$ cat src/rtl/x86_pkg.sv
// Shared definitions for the x86-style ALU execute stage: opcode encodings,
// FSM states, flag bit positions and the single-cycle ALU function.
package x86_pkg;

  typedef enum logic [2:0] {
    OP_ADD = 3'b000,
    OP_SUB = 3'b001,
    OP_AND = 3'b010,
    OP_OR  = 3'b011,
    OP_XOR = 3'b100,
    OP_CMP = 3'b101,
    OP_MUL = 3'b110,
    OP_MOV = 3'b111
  } op_e;

  typedef enum logic [2:0] {
    ST_IDLE,
    ST_READ,
    ST_EXEC,
    ST_MUL,
    ST_WB
  } state_e;

  // Bit positions inside the {OF,SF,ZF,CF} flags vector
  localparam int FLAG_CF = 0;
  localparam int FLAG_ZF = 1;
  localparam int FLAG_SF = 2;
  localparam int FLAG_OF = 3;

  typedef struct packed {
    logic [7:0] result;
    logic [3:0] flags;
  } alu_out_t;

  function automatic alu_out_t alu_compute(input op_e code, input logic [7:0] a, input logic [7:0] b);
    alu_out_t   o;
    logic [8:0] wide;
    o.result = b;
    o.flags  = '0;
    wide     = '0;
    case (code)
      OP_ADD: begin
        wide                = {1'b0, a} + {1'b0, b};
        o.result            = wide[7:0];
        o.flags[FLAG_CF]    = wide[8];
        o.flags[FLAG_OF]    = (a[7] == b[7]) && (o.result[7] != a[7]);
      end
      OP_SUB, OP_CMP: begin
        // Bit 8 of the 9-bit difference is the borrow out
        wide                = {1'b0, a} - {1'b0, b};
        o.result            = wide[7:0];
        o.flags[FLAG_CF]    = wide[8];
        o.flags[FLAG_OF]    = (a[7] != b[7]) && (o.result[7] != a[7]);
      end
      OP_AND:  o.result = a & b;
      OP_OR:   o.result = a | b;
      OP_XOR:  o.result = a ^ b;
      default: o.result = b;
    endcase
    o.flags[FLAG_ZF] = (o.result == 8'd0);
    o.flags[FLAG_SF] = o.result[7];
    return o;
  endfunction

endpackage

$ cat src/rtl/seq_mul8.sv
// 8x8 shift-add multiplier, one multiplier bit per clock; done flags the
// cycle whose edge performs the eighth iteration, with product already final.
module seq_mul8 (
  input  logic        clk,
  input  logic        rst,
  input  logic        start,
  input  logic [7:0]  a,
  input  logic [7:0]  b,
  output logic [15:0] product,
  output logic        busy,
  output logic        done
);

  logic [15:0] acc;
  logic [15:0] mcand;
  logic [7:0]  mplier;
  logic [2:0]  count;

  // Accumulator plus this cycle's partial product; equals acc once idle
  assign product = acc + (mplier[0] ? mcand : 16'd0);
  assign done    = busy && (count == 3'd7);

  always_ff @(posedge clk or negedge rst) begin
    if (!rst) begin
      acc    <= '0;
      mcand  <= '0;
      mplier <= '0;
      count  <= '0;
      busy   <= 1'b0;
    end else if (start) begin
      acc    <= '0;
      mcand  <= {8'd0, a};
      mplier <= b;
      count  <= '0;
      busy   <= 1'b1;
    end else if (busy) begin
      acc    <= product;
      mcand  <= mcand << 1;
      mplier <= mplier >> 1;
      count  <= count + 3'd1;
      if (count == 3'd7) busy <= 1'b0;
    end
  end

endmodule

$ cat src/rtl/alu_exec_stage.sv
// Multi-cycle ALU execute stage: reads two registers, executes (or runs the
// sequential multiplier), then writes back the result and updates flags.
module alu_exec_stage
  import x86_pkg::*;
(
  input  logic       clk,
  input  logic       rst,
  input  logic       op_valid,
  output logic       op_ready,
  input  logic [2:0] op_code,
  input  logic [2:0] op_dst,
  input  logic [2:0] op_src,
  input  logic [7:0] op_imm,
  input  logic       op_use_imm,
  output logic [2:0] read_addr1,
  output logic [2:0] read_addr2,
  input  logic [7:0] read_data1,
  input  logic [7:0] read_data2,
  output logic [2:0] write_addr,
  output logic [7:0] write_data,
  output logic       write_enable,
  output logic [3:0] flags,
  output logic       done,
  output logic       err
);

  state_e     state;
  op_e        code_q;
  logic [2:0] dst_q;
  logic [7:0] imm_q;
  logic       use_imm_q;
  logic       bad_q;
  logic [7:0] a_q;
  logic [7:0] b_q;
  logic [7:0] operand_b;
  logic       mul_start;
  logic [15:0] mul_product;
  logic       mul_busy;
  logic       mul_done;
  alu_out_t   wb_out;

  assign operand_b = use_imm_q ? imm_q : read_data2;
  assign mul_start = (state == ST_READ) && (code_q == OP_MUL);

  seq_mul8 u_mul (
    .clk     (clk),
    .rst     (rst),
    .start   (mul_start),
    .a       (read_data1),
    .b       (operand_b),
    .product (mul_product),
    .busy    (mul_busy),
    .done    (mul_done)
  );

  // Writeback value: ALU result in EXEC, multiplier low byte in MUL
  always_comb begin
    wb_out = alu_compute(code_q, a_q, b_q);
    if (state == ST_MUL) begin
      wb_out.result           = mul_product[7:0];
      wb_out.flags            = '0;
      wb_out.flags[FLAG_CF]   = |mul_product[15:8];
      wb_out.flags[FLAG_OF]   = |mul_product[15:8];
      wb_out.flags[FLAG_ZF]   = (mul_product[7:0] == 8'd0);
      wb_out.flags[FLAG_SF]   = mul_product[7];
    end
  end

  always_ff @(posedge clk or negedge rst) begin
    if (!rst) begin
      state        <= ST_IDLE;
      op_ready     <= 1'b1;
      code_q       <= OP_ADD;
      dst_q        <= '0;
      imm_q        <= '0;
      use_imm_q    <= 1'b0;
      bad_q        <= 1'b0;
      a_q          <= '0;
      b_q          <= '0;
      read_addr1   <= '0;
      read_addr2   <= '0;
      write_addr   <= '0;
      write_data   <= '0;
      write_enable <= 1'b0;
      flags        <= '0;
      done         <= 1'b0;
      err          <= 1'b0;
    end else begin
      case (state)
        ST_IDLE: begin
          if (op_valid && op_ready) begin
            code_q     <= op_e'(op_code);
            dst_q      <= op_dst;
            imm_q      <= op_imm;
            use_imm_q  <= op_use_imm;
            bad_q      <= op_dst[2] || (op_src[2] && !op_use_imm);
            read_addr1 <= op_dst;
            read_addr2 <= op_src;
            op_ready   <= 1'b0;
            state      <= ST_READ;
          end
        end
        ST_READ: begin
          a_q   <= read_data1;
          b_q   <= operand_b;
          state <= (code_q == OP_MUL) ? ST_MUL : ST_EXEC;
        end
        ST_EXEC, ST_MUL: begin
          if ((state == ST_EXEC) || (mul_busy && mul_done)) begin
            write_addr   <= dst_q;
            write_data   <= wb_out.result;
            write_enable <= !bad_q && (code_q != OP_CMP);
            done         <= 1'b1;
            err          <= bad_q;
            if (!bad_q && (code_q != OP_MOV)) flags <= wb_out.flags;
            state        <= ST_WB;
          end
        end
        ST_WB: begin
          write_enable <= 1'b0;
          done         <= 1'b0;
          err          <= 1'b0;
          op_ready     <= 1'b1;
          state        <= ST_IDLE;
        end
        default: state <= ST_IDLE;
      endcase
    end
  end

endmodule

$ cat config.mk
export PLATFORM = sky130hd
export DESIGN_NAME = alu_exec_stage
export DESIGN_NICKNAME = d
export VERILOG_FILES = /design/src/rtl/x86_pkg.sv /design/src/rtl/seq_mul8.sv /design/src/rtl/alu_exec_stage.sv
export SDC_FILE = /design/constraint.sdc
export NUM_CORES = 1
export LEC_CHECK = 0
export ABC_CLOCK_PERIOD_IN_PS = 3100
export BUFFER_PORTS_ARGS = -buffer_cell sky130_fd_sc_hd__buf_2
export CAP_MARGIN = 20
export CORE_MARGIN = 1
export CORE_UTILIZATION = 37
export CTS_CLUSTER_DIAMETER = 60
export DETAILED_ROUTE_END_ITERATION = 12
export MAX_ROUTING_LAYER = met4
export PLACE_DENSITY_LB_ADDON = 0.05
export SLEW_MARGIN = 20
export SYNTH_ARGS = -nofsm -noshare
export SYNTH_HDL_FRONTEND = slang
export SYNTH_SLANG_ARGS = --single-unit
$ cat constraint.sdc
create_clock -name clk -period 3.1 [get_ports clk]
set_clock_uncertainty 0.15 [all_clocks]
set_input_delay 0.31 -clock clk [delete_from_list [all_inputs] [get_ports clk]]
set_output_delay 0.31 -clock clk [all_outputs]
set_load 0.1 [all_outputs]
==> insert_results.sql <==
INSERT INTO impl_metrics (metric_group, metric, value, unit) VALUES
('logic_synthesis', 'post_synthesis_sequential_area_ratio', '0.3856', ''),
('floorplanning', 'fp.dieW', '135.1', 'um'),
('worst_setup_path', 'r2r_setup_slack', '0.003', 'ns'),
('worst_setup_path', 'critical_path_class', 'reg2reg', ''),
('worst_setup_path', 'cp-end-kind', 'flop', ''),
('floorplanning', 'placeableCoreArea', '17300', 'um2'),
('detailed_routing', 'drt_first_pass_iters', '5', ''),
('sta', 'layout_setup_ws', '0.002732', 'ns'),
('min_path', 'worst_hold_path_type', 'in2reg', ''),
('worst_setup_path', 'timing.critical_path.required', '3.18', 'ns'),
('cells_and_area', 'nNetsFinal', '917', ''),
('run_status', 'status', 'complete, no violations', ''),
('sta', 'finalCritPeriodShare', '0.9991', ''),
('sta', 'setup_viol', '0', ''),
('logic_synthesis', 'synth_top_area_frac', '0.3816', ''),
('placement', 'detailed_place_hpwl', '14790', 'um'),
('cells_and_area', 'fraction_of_final_layout_cells_sized_beyond_drive_strength_1', '0.2869', ''),
('clock_network', 'cts_inserted_buffers', '9', ''),
('floorplanning', 'die-area', '18260', 'um2'),
('placement', 'numPortBuffers', '61', ''),
('detailed_routing', 'detailroute.via_count', '5807', ''),
('floorplanning', 'initial_standard_cell_utilization_of_the_core', '0.3791', ''),
('sta', 'final-hold-violation-count', '0', ''),
('detailed_routing', 'avgViaCountPerCell', '5.447', ''),
('logic_synthesis', 'ys_top_cells_by_area', 'sky130_fd_sc_hd__dfrtp_1 38%, sky130_fd_sc_hd__ha_1 8.0%, sky130_fd_sc_hd__mux2i_1 6.3%', ''),
('sta', 'max_freq', '322.9', 'MHz'),
('worst_setup_path', 'crit_path_start_kind', 'flop', ''),
('floorplanning', 'die_height', '135.1', 'um'),
('floorplanning', 'row_count', '48', ''),
('global_routing', 'grt_pass1_vias', '5837', ''),
('placement', 'place_area', '7574', 'um2'),
('global_routing', 'track_usage', '0.2377', ''),
('logic_synthesis', 'synth-async-reset-ratio', '1.000', ''),
('logic_synthesis', 'ys_seq_elements', '101', ''),
('logic_synthesis', 'yosys_warnings', '0', ''),
('detailed_routing', 'ant_nets', '0', ''),
('worst_setup_path', 'crit_path_max_incr_delay', '0.45', 'ns'),
('clock_network', 'worstSkewPairLatency', '0.36', 'ns'),
('detailed_routing', 'routed_wl', '19870', 'um'),
('logic_synthesis', 'syn-cell-area', '6558', 'um2'),
('global_routing', 'overflow', '0', ''),
('worst_setup_path', 'critPathMaxFanout', '7', ''),
('global_routing', 'grt_max_degree', '59', ''),
('run', 'max_capacitance_violation_count', '0', ''),
('cells_and_area', 'most_frequent_standard_cell_in_the_layout_excluding_fill_and_tap_cells', 'sky130_fd_sc_hd__dfrtp_1', ''),
('placement', 'preCtsSetupSlack', '-0.2502', 'ns'),
('worst_setup_path', 'critPathArrivalTime', '3.18', 'ns'),
('sta', 'rsz_0062_raised_after_global_routing', 'true', ''),
('logic_synthesis', 'yosys.area.top_type', 'sky130_fd_sc_hd__dfrtp_1', ''),
('cells_and_area', 'layout_stage_area_growth_over_the_synthesis_result', '25.57', '%'),
('logic_synthesis', 'postSynthAreaPerCell', '9.146', 'um2'),
('sta', 'worst_slew_pin_slew', '0.7444', 'ns'),
('cells_and_area', 'layout_common_cells', '97 x sky130_fd_sc_hd__dfrtp_1, 86 x sky130_fd_sc_hd__buf_4, 65 x sky130_fd_sc_hd__nand2_1, 65 x sky130_fd_sc_hd__nor2_1, 60 x sky130_fd_sc_hd__buf_2', ''),
('logic_synthesis', 'synth_cell_type_count', '75', ''),
('cells_and_area', 'layout.cell_area.non_filler', '8234', 'um2'),
('logic_synthesis', 'synth-edff-count', '0', ''),
('logic_synthesis', 'postSynthNetCount', '799', ''),
('global_routing', 'grt_pass1_wl', '32230', 'um'),
('floorplanning', 'i_o_pin_count', '62', ''),
('sta', 'min_period', '3.097', 'ns'),
('detailed_routing', 'route.detailed.wl_per_inst', '18.64', 'um'),
('clock_network', 'clock_sinks', '101', ''),
('placement', 'globalplace.congestion', '0.9097', ''),
('global_routing', 'initial_antenna_violation_count', '0', ''),
('logic_synthesis', 'postSynthCellCount', '717', ''),
('logic_synthesis', 'dominantRegCellSynth', 'sky130_fd_sc_hd__dfrtp_1', ''),
('worst_setup_path', 'worstPathCellList', 'and2_4, ha_4, fa_2, a211oi_2, o21ai_1, buf_4, nand2_4, xnor2_2, a2111o_1, nor4_4, nand2b_1, o41a_1', ''),
('sta', 'report.final.slew_viol_count', '0', ''),
('clock_network', 'cts_max_level', '3', ''),
('clock_network', 'clk_transition_reported_paths', '0.08', 'ns'),
('clock_network', 'root_buffer', 'sky130_fd_sc_hd__clkbuf_16', ''),
('detailed_routing', 'detail_route.iter0.violations', '410', ''),
('worst_setup_path', 'worst_path_slowest_cell', 'sky130_fd_sc_hd__dfrtp_2', ''),
('clock_network', 'clk_path_buf_depth', '2', ''),
('detailed_routing', 'drcViolationCount', '0', ''),
('clock_network', 'tritoncts', 'built', ''),
('sta', 'slew_headroom', '0.5037', '');
## logic make-up after synthesis
| family | share of synthesized area |
|---|---|
| AOI/OAI and AO/OA | 0.1973 |
| xor gates and xnor gates | 0.01870 |
| muxes | 0.09521 |
| adders and majority gates | 0.08930 |
| DFF | 0.3856 |
| buffers and inverters | 0.04713 |
| and+or+nand+nor | 0.1668 |
## cell usage after synthesis, types with 3 or more instances
| cell type | number |
|---|---|
| sky130_fd_sc_hd__nand4_1 | 5 |
| sky130_fd_sc_hd__o211ai_1 | 6 |
| sky130_fd_sc_hd__o31ai_1 | 5 |
| sky130_fd_sc_hd__a211o_1 | 5 |
| sky130_fd_sc_hd__o32ai_1 | 3 |
| sky130_fd_sc_hd__a31oi_1 | 7 |
| sky130_fd_sc_hd__nor2_1 | 66 |
| sky130_fd_sc_hd__or3_1 | 4 |
| sky130_fd_sc_hd__nand3_1 | 10 |
| sky130_fd_sc_hd__o21ai_0 | 41 |
| sky130_fd_sc_hd__ha_1 | 42 |
| sky130_fd_sc_hd__dfrtp_1 | 100 |
| sky130_fd_sc_hd__a21oi_1 | 59 |
| sky130_fd_sc_hd__nor3_1 | 9 |
| sky130_fd_sc_hd__mux2i_1 | 41 |
| sky130_fd_sc_hd__xnor2_1 | 10 |
| sky130_fd_sc_hd__a21o_1 | 5 |
| sky130_fd_sc_hd__fa_1 | 3 |
| sky130_fd_sc_hd__nor3b_1 | 4 |
| sky130_fd_sc_hd__buf_1 | 4 |
| sky130_fd_sc_hd__a211oi_1 | 18 |
| sky130_fd_sc_hd__nor2b_1 | 16 |
| sky130_fd_sc_hd__nand2b_1 | 7 |
| sky130_fd_sc_hd__o22ai_1 | 5 |
| sky130_fd_sc_hd__inv_1 | 30 |
| sky130_fd_sc_hd__and2_1 | 18 |
| sky130_fd_sc_hd__nor4_1 | 5 |
| sky130_fd_sc_hd__buf_2 | 7 |
| sky130_fd_sc_hd__mux2_2 | 19 |
| sky130_fd_sc_hd__clkbuf_1 | 30 |
| sky130_fd_sc_hd__a22oi_1 | 3 |
| sky130_fd_sc_hd__o21a_1 | 7 |
| sky130_fd_sc_hd__xor2_1 | 4 |
| sky130_fd_sc_hd__nand2_1 | 67 |
## critical path, delay by kind of cell (launching register included)
kind            cells  cell delay (ns)
fa+ha+maj           2             0.54
simple gates        4             0.53
xor+xnor            1             0.07
flops               1             0.45
buf+inv             1             0.17
compound gates      4             1.08
## stage by stage
stage          setup TNS [ns]  utilization  cells  hold WS [ns]
2_1_floorplan               0            -    717       -0.1356
6_report                    0       0.4761   1066       0.01848
5_1_grt               -0.2784       0.4759   1065       0.01428
4_1_cts                     0       0.4674   1060      0.006016
3_3_place_gp          -0.3315       0.4379   1036        0.2072
3_5_place_dp          -0.4306       0.4379   1036        0.2201
## flip-flops by register name, summed over array words and instances (netlist names), 3 cells and up
name / count
u_mul.acc: 16
u_mul.mcand: 16
a_q: 8
b_q: 8
imm_q: 8
u_mul.mplier: 8
write_data: 8
flags: 4
code_q: 3
dst_q: 3
read_addr2: 3
state: 3
u_mul.count: 3
write_addr: 3
## per-layer routing
layer  global-route usage  wire (um)  vias to the layer above
li1                     -          -                     2785
met1               0.3260       9572                     2880
met2               0.3672       9258                      127
met3              0.03816        800                       15
met4              0.05431        240                        0
met5                    -          0                        -
## cell type report
type | count | area (um2)
Antenna cell | 1 | 2.502
Clock buffer | 10 | 239.0
Clock inverter | 6 | 63.81
Fill cell | 1686 | 9062
Inverter | 32 | 120.1
Multi-Input combinational cell | 540 | 3978
Sequential cell | 101 | 2532
Tap cell | 225 | 281.5
Timing Repair Buffer | 151 | 1017
## worst paths after layout
check | from | endpoint | depth (start not counted)
worst min register to register | write_addr[2] | write_addr[2] | 2
worst min-delay path | op_code[2] | code_q[2] | 3
worst max-delay path | u_mul.mplier[0] | flags[3] | 12
worst max register to register | u_mul.mplier[0] | flags[3] | 12
max in group asynchronous | rst | op_ready | 3
min in group asynchronous | rst | write_data[6] | 2
## what timing repair did
item / 4_1_cts / 5_1_grt
hold endpoints to repair: 41 / 0
hold buffers: 2 / 0
pin swaps: 11 / 14
setup buffers: 6 / 5
endpoints found under the setup margin: 2 / 7
gates resized for setup: 25 / 19
Power is left out: the tool's default activity adds up to more than one toggle a clock period on the data nets, which glitch-free logic cannot reach.
